`src/rtl/mips_pkg.sv`:
```
// Shared encodings for the multicycle MIPS control path: opcodes, ALU/mux
// select codes and the controller state enumeration (also used by the ALU decoder).
package mips_pkg;

    localparam logic [5:0] OP_RTYPE = 6'b000000;
    localparam logic [5:0] OP_LW    = 6'b100011;
    localparam logic [5:0] OP_SW    = 6'b101011;
    localparam logic [5:0] OP_BEQ   = 6'b000100;
    localparam logic [5:0] OP_ADDI  = 6'b001000;
    localparam logic [5:0] OP_J     = 6'b000010;

    localparam logic [1:0] ALUOP_ADD   = 2'b00;
    localparam logic [1:0] ALUOP_SUB   = 2'b01;
    localparam logic [1:0] ALUOP_RTYPE = 2'b10;

    localparam logic [1:0] SRCB_B      = 2'b00;
    localparam logic [1:0] SRCB_FOUR   = 2'b01;
    localparam logic [1:0] SRCB_IMM    = 2'b10;
    localparam logic [1:0] SRCB_IMM_SH = 2'b11;

    localparam logic [1:0] PCSRC_ALU    = 2'b00;
    localparam logic [1:0] PCSRC_ALUOUT = 2'b01;
    localparam logic [1:0] PCSRC_JUMP   = 2'b10;

    typedef enum logic [3:0] {
        S_IDLE   = 4'd0,
        S_FETCH  = 4'd1,
        S_DECODE = 4'd2,
        S_MEMADR = 4'd3,
        S_MEMRD  = 4'd4,
        S_MEMWB  = 4'd5,
        S_MEMWR  = 4'd6,
        S_EXEC   = 4'd7,
        S_ALUWB  = 4'd8,
        S_BRANCH = 4'd9,
        S_ADDIEX = 4'd10,
        S_ADDIWB = 4'd11,
        S_JUMP   = 4'd12,
        S_ERROR  = 4'd13
    } state_t;

endpackage

```
`src/rtl/multicycle_control.sv`:
```
// Multicycle MIPS main controller: Moore-style FSM whose outputs come from the
// registered state, with memReady gating only the memory-completion strobes.
module multicycle_control
    import mips_pkg::*;
(
    input  logic       clk,
    input  logic       rst_n,
    input  logic [5:0] opcode,
    input  logic       memReady,
    output logic       pcWrite,
    output logic       pcWriteCond,
    output logic       iorD,
    output logic       memRead,
    output logic       memWrite,
    output logic       irWrite,
    output logic       memToReg,
    output logic       regDst,
    output logic       regWrite,
    output logic       aluSrcA,
    output logic [1:0] aluSrcB,
    output logic [1:0] aluOp,
    output logic [1:0] pcSrc,
    output logic       instrDone,
    output logic       illegalOp
);

    state_t r_state;
    state_t w_next;

    always_ff @(posedge clk or negedge rst_n) begin
        if (!rst_n) r_state <= S_IDLE;
        else        r_state <= w_next;
    end

    always_comb begin
        w_next = S_IDLE;
        case (r_state)
            S_IDLE:   w_next = S_FETCH;
            S_FETCH:  w_next = memReady ? S_DECODE : S_FETCH;
            S_DECODE: begin
                case (opcode)
                    OP_LW, OP_SW: w_next = S_MEMADR;
                    OP_RTYPE:     w_next = S_EXEC;
                    OP_BEQ:       w_next = S_BRANCH;
                    OP_ADDI:      w_next = S_ADDIEX;
                    OP_J:         w_next = S_JUMP;
                    default:      w_next = S_ERROR;
                endcase
            end
            // opcode is re-sampled here; anything but LW/SW is treated as illegal
            S_MEMADR: begin
                case (opcode)
                    OP_LW:   w_next = S_MEMRD;
                    OP_SW:   w_next = S_MEMWR;
                    default: w_next = S_ERROR;
                endcase
            end
            S_MEMRD:  w_next = memReady ? S_MEMWB : S_MEMRD;
            S_MEMWB:  w_next = S_FETCH;
            S_MEMWR:  w_next = memReady ? S_FETCH : S_MEMWR;
            S_EXEC:   w_next = S_ALUWB;
            S_ALUWB:  w_next = S_FETCH;
            S_BRANCH: w_next = S_FETCH;
            S_ADDIEX: w_next = S_ADDIWB;
            S_ADDIWB: w_next = S_FETCH;
            S_JUMP:   w_next = S_FETCH;
            S_ERROR:  w_next = S_ERROR;
            default:  w_next = S_IDLE;
        endcase
    end

    always_comb begin
        pcWrite     = 1'b0;
        pcWriteCond = 1'b0;
        iorD        = 1'b0;
        memRead     = 1'b0;
        memWrite    = 1'b0;
        irWrite     = 1'b0;
        memToReg    = 1'b0;
        regDst      = 1'b0;
        regWrite    = 1'b0;
        aluSrcA     = 1'b0;
        aluSrcB     = SRCB_B;
        aluOp       = ALUOP_ADD;
        pcSrc       = PCSRC_ALU;
        instrDone   = 1'b0;
        illegalOp   = 1'b0;
        case (r_state)
            S_FETCH: begin
                memRead = 1'b1;
                aluSrcB = SRCB_FOUR;
                irWrite = memReady;
                pcWrite = memReady;
            end
            S_DECODE: aluSrcB = SRCB_IMM_SH;
            S_MEMADR, S_ADDIEX: begin
                aluSrcA = 1'b1;
                aluSrcB = SRCB_IMM;
            end
            S_MEMRD: begin
                memRead = 1'b1;
                iorD    = 1'b1;
            end
            S_MEMWB: begin
                regWrite  = 1'b1;
                memToReg  = 1'b1;
                instrDone = 1'b1;
            end
            S_MEMWR: begin
                memWrite  = 1'b1;
                iorD      = 1'b1;
                instrDone = memReady;
            end
            S_EXEC: begin
                aluSrcA = 1'b1;
                aluOp   = ALUOP_RTYPE;
            end
            S_ALUWB: begin
                regWrite  = 1'b1;
                regDst    = 1'b1;
                instrDone = 1'b1;
            end
            S_BRANCH: begin
                aluSrcA     = 1'b1;
                aluOp       = ALUOP_SUB;
                pcWriteCond = 1'b1;
                pcSrc       = PCSRC_ALUOUT;
                instrDone   = 1'b1;
            end
            S_ADDIWB: begin
                regWrite  = 1'b1;
                instrDone = 1'b1;
            end
            S_JUMP: begin
                pcWrite   = 1'b1;
                pcSrc     = PCSRC_JUMP;
                instrDone = 1'b1;
            end
            // ERROR is terminal, so the state itself is the sticky illegal flag
            S_ERROR:  illegalOp = 1'b1;
            default: ;
        endcase
    end

endmodule

```
`config.mk`:
```
export PLATFORM = sky130hd
export DESIGN_NAME = multicycle_control
export DESIGN_NICKNAME = d
export VERILOG_FILES = /design/src/rtl/mips_pkg.sv /design/src/rtl/multicycle_control.sv
export SDC_FILE = /design/constraint.sdc
export NUM_CORES = 1
export LEC_CHECK = 0
export BUFFER_PORTS_ARGS = -buffer_cell sky130_fd_sc_hd__buf_2
export CAP_MARGIN = 40
export CORE_AREA = 5 5 42 44
export DETAILED_ROUTE_END_ITERATION = 7
export DIE_AREA = 0 0 47 49
export PLACE_DENSITY = 0.78
export SYNTH_ARGS = -nofsm -noshare
export SYNTH_HDL_FRONTEND = slang
export SYNTH_SLANG_ARGS = --single-unit
```
`constraint.sdc`:
```
create_clock -name clk -period 3.9 [get_ports clk]
set_input_delay 0.39 -clock clk [delete_from_list [all_inputs] [get_ports clk]]
set_output_delay 0.39 -clock clk [all_outputs]
set_load 0.1 [all_outputs]
```
==> Implementation_results.wiki <==
{| class="wikitable"
! Metric !! Value
|-
| Reported max-cap violation count || 0
|-
| Overall Global Routing Usage || 15.75%
|-
| Worst slew pin tran || between 0.6 and 0.7 ns
|-
| Sequential fraction of the synthesis area || 16.29%
|-
| Unrepaired setup endpoints after global routing || false
|-
| Most instantiated library cell after synthesis || nor2_1
|-
| CTS root buffer || clkbuf_4
|-
| Mapped Nets || 94
|-
| Initial cell density of the core || 43.84%
|-
| Clock latency on the worst-skew pair || ~0.25 ns
|-
| Setup slack of the worst register-to-register path || between 2 and 2.5 ns
|-
| Critical path's top delay family || flip-flops
|-
| Clock buffer count from CTS || 3
|-
| Routability congestion estimate from global placement || 0.8172
|-
| Crit path cell chain || nor2b_1, nor2_1, nor3_1, buf_2
|-
| Cell taking the most area after synthesis || dfrtp_1
|-
| Count of cell types in the netlist || 41
|-
| First drt pass iteration count || 4
|-
| Endpoints failing setup || 0
|-
| Flop and latch count out of synthesis || 4
|-
| Final-layout setup total negative slack || 0 ns
|-
| DIE AREA || 2303 um^2
|-
| Number of warnings issued by yosys || 0
|-
| Filler cells || 159
|-
| Antenna cells || 0
|-
| Sink count of the clock tree || 4
|-
| Result of the run || complete, no violations
|-
| Number of flip-flops in the largest register || 4
|-
| Clock tree from TritonCTS || yes
|-
| First-pass GRT wire length || 2697 um
|-
| Proportion of layout cells with a drive suffix above 1 || 28.85%
|-
| Period Utilization, post-route || 61.68%
|-
| Worst path required time || 3.51 ns
|-
| Layout Nets || 115
|-
| Regs by FF count || r_state (4)
|-
| Maximum number of pins on one net before global-route repair || 25
|-
| HPWL Detailed || 1128 um
|-
| Quantity of gates resized following cts || 0
|-
| Worst-case headroom to the max-slew limit || 54.21%
|-
| Mean instance size in the synthesized netlist || 7.228 um^2
|-
| Vias in the first global route || 617
|-
| Number of slew-limit violations in the final report || 0
|-
| Routed via count || ~680
|-
| EDFF count, synth || 0
|-
| Top register by number of flip-flops || r_state
|-
| Number of instances in the synthesized netlist || 85
|-
| Worst setup EP type || primary output
|-
| Hold crit path type || in -> async
|-
| Detail-routed net length per standard cell || ~13 um
|-
| Number of nets still failing antenna checks after routing || 0
|-
| Number of vias per cell || roughly 5.7
|-
| Post-Route WL || ~1600 um
|-
| Ys async rst share || 100.0%
|-
| Peak clock frequency supported by timing || 0.4157 GHz
|-
| # H-tree levels || 1
|-
| Sum of overflow across all layers after global routing || 0
|-
| Startpoint class of the critical path || register
|-
| Primary FF master, synth || dfrtp_1
|-
| Cell type of the slowest stage on the worst timing path || dfrtp_1
|-
| Area added between synthesis and finish || 17.72%
|-
| Clock-pin slew reported for the worst setup and hold paths after clock tree synthesis || 0.04 ns
|-
| Synth top cells by count || nor2_1, nor3_1, buf_2, nand2b_1
|-
| Critical path arrival || between 2 and 2.5 ns
|-
| Port-buffer cells || 26
|-
| Core Area || 1401 um^2
|-
| Category of the most critical setup path || reg -> out
|-
| Maximum clock path buffer count || 2
|-
| Ranking of synthesized cells by area || dfrtp_1, nor2_1, nor3_1
|-
| Die Span Y || 49 um
|-
| Total count of hold-check failures in the final report || 0
|-
| Number of rows created at floorplan || 14
|-
| Delay of the slowest critical-path stage || 0.78 ns
|-
| Largest driver fanout on the critical path || 24
|-
| Die width || approximately 47 um
|-
| DRT iter0 DRCs || 8
|-
| I/O pin cnt || 27
|-
| Buffering stage count on the worst path with inverters included || 1
|-
| Initial antenna violation count || 0
|-
| Cell Area, Synth || 614.3 um^2
|-
| Share of Yosys cell area claimed by the top area cell type || 16.29%
|-
| Final worst path period need || about 2.4 ns
|-
| Remaining DRCs || 0
|-
| Post-route clock skew || 0.01051 ns
|}
final timing paths:
path	start	endpoint	cells past startpoint
min in group clk	opcode[3]	r_state[1]	3
setup / recovery	r_state[0]	aluSrcB[0]	4
hold reg to reg	r_state[2]	r_state[3]	2
setup reg to reg	r_state[0]	r_state[1]	3
max in group asynchronous	rst_n	r_state[2]	2
hold / removal	rst_n	r_state[0]	2
routing by layer:
metal / routed length (um) / track usage [%]
met4: 48 / 11.06
met5: 0 / 0
met1: 720 / 20.62
met2: 719 / 22.62
met3: 102 / 2.214
cell families after synthesis:
kind of cell    share of synthesized area, %
mux                                    1.629
buf+inv                                13.24
xor+xnor                               5.704
simple gates                           37.48
compound gates                         25.66
flops                                  16.29
worst reg2reg max path, stage by stage (launching register included):
cell     delay (ns)
dfrtp_1        0.78
or4bb_1        0.54
a21o_1         0.16
nand4_1        0.09
layout make-up:
cell class              instances  area, um^2  share of cell area (%)
multi-input cells              68       432.9                   59.86
well taps                      16       20.02                   2.768
clock buffers                   3       22.52                   3.114
repair buffers                 27       140.1                   19.38
flip-flops and latches          4       100.1                   13.84
inverters                       2       7.507                   1.038
placed cells by master, fill, tap and decap left out, drive strengths merged, types with 2 or more instances in the layout:
| cell type | n |
|---|---|
| nor2b | 2 |
| nand2b | 5 |
| nand3 | 2 |
| o22ai | 2 |
| o211ai | 2 |
| buf | 26 |
| xor2 | 2 |
| o21a | 2 |
| clkbuf | 3 |
| nand2 | 4 |
| a21oi | 3 |
| o21ai | 2 |
| dfrtp | 4 |
| nand4 | 2 |
| a2bb2oi | 2 |
| inv | 2 |
| xnor2 | 2 |
| and3 | 2 |
| nor3 | 7 |
| nor2 | 10 |
metrics by stage:
step / hold slack (ns) / setup WS (ns) / utilization (%) / area, um^2 / cells
3_5_place_dp: 0.1954 / 1.785 / 49.29 / 690.7 / 116
3_3_place_gp: 0.1948 / 1.825 / 49.29 / 690.7 / 116
6_report: 0.4657 / 1.494 / 51.61 / 723.2 / 120
4_1_cts: 0.4646 / 1.515 / 51.61 / 723.2 / 120
2_1_floorplan: 0.09441 / 0.5790 / - / 614.3 / 85
5_1_grt: 0.4806 / 1.289 / 51.61 / 723.2 / 120
what timing repair did:
action,4_1_cts,5_1_grt
endpoints found under the setup margin,0,0
hold buffers,1,0
hold endpoints to repair,4,0
setup buffers,0,0
Power is left out: the tool's default activity adds up to more than one toggle a clock period on the data nets, which glitch-free logic cannot reach.
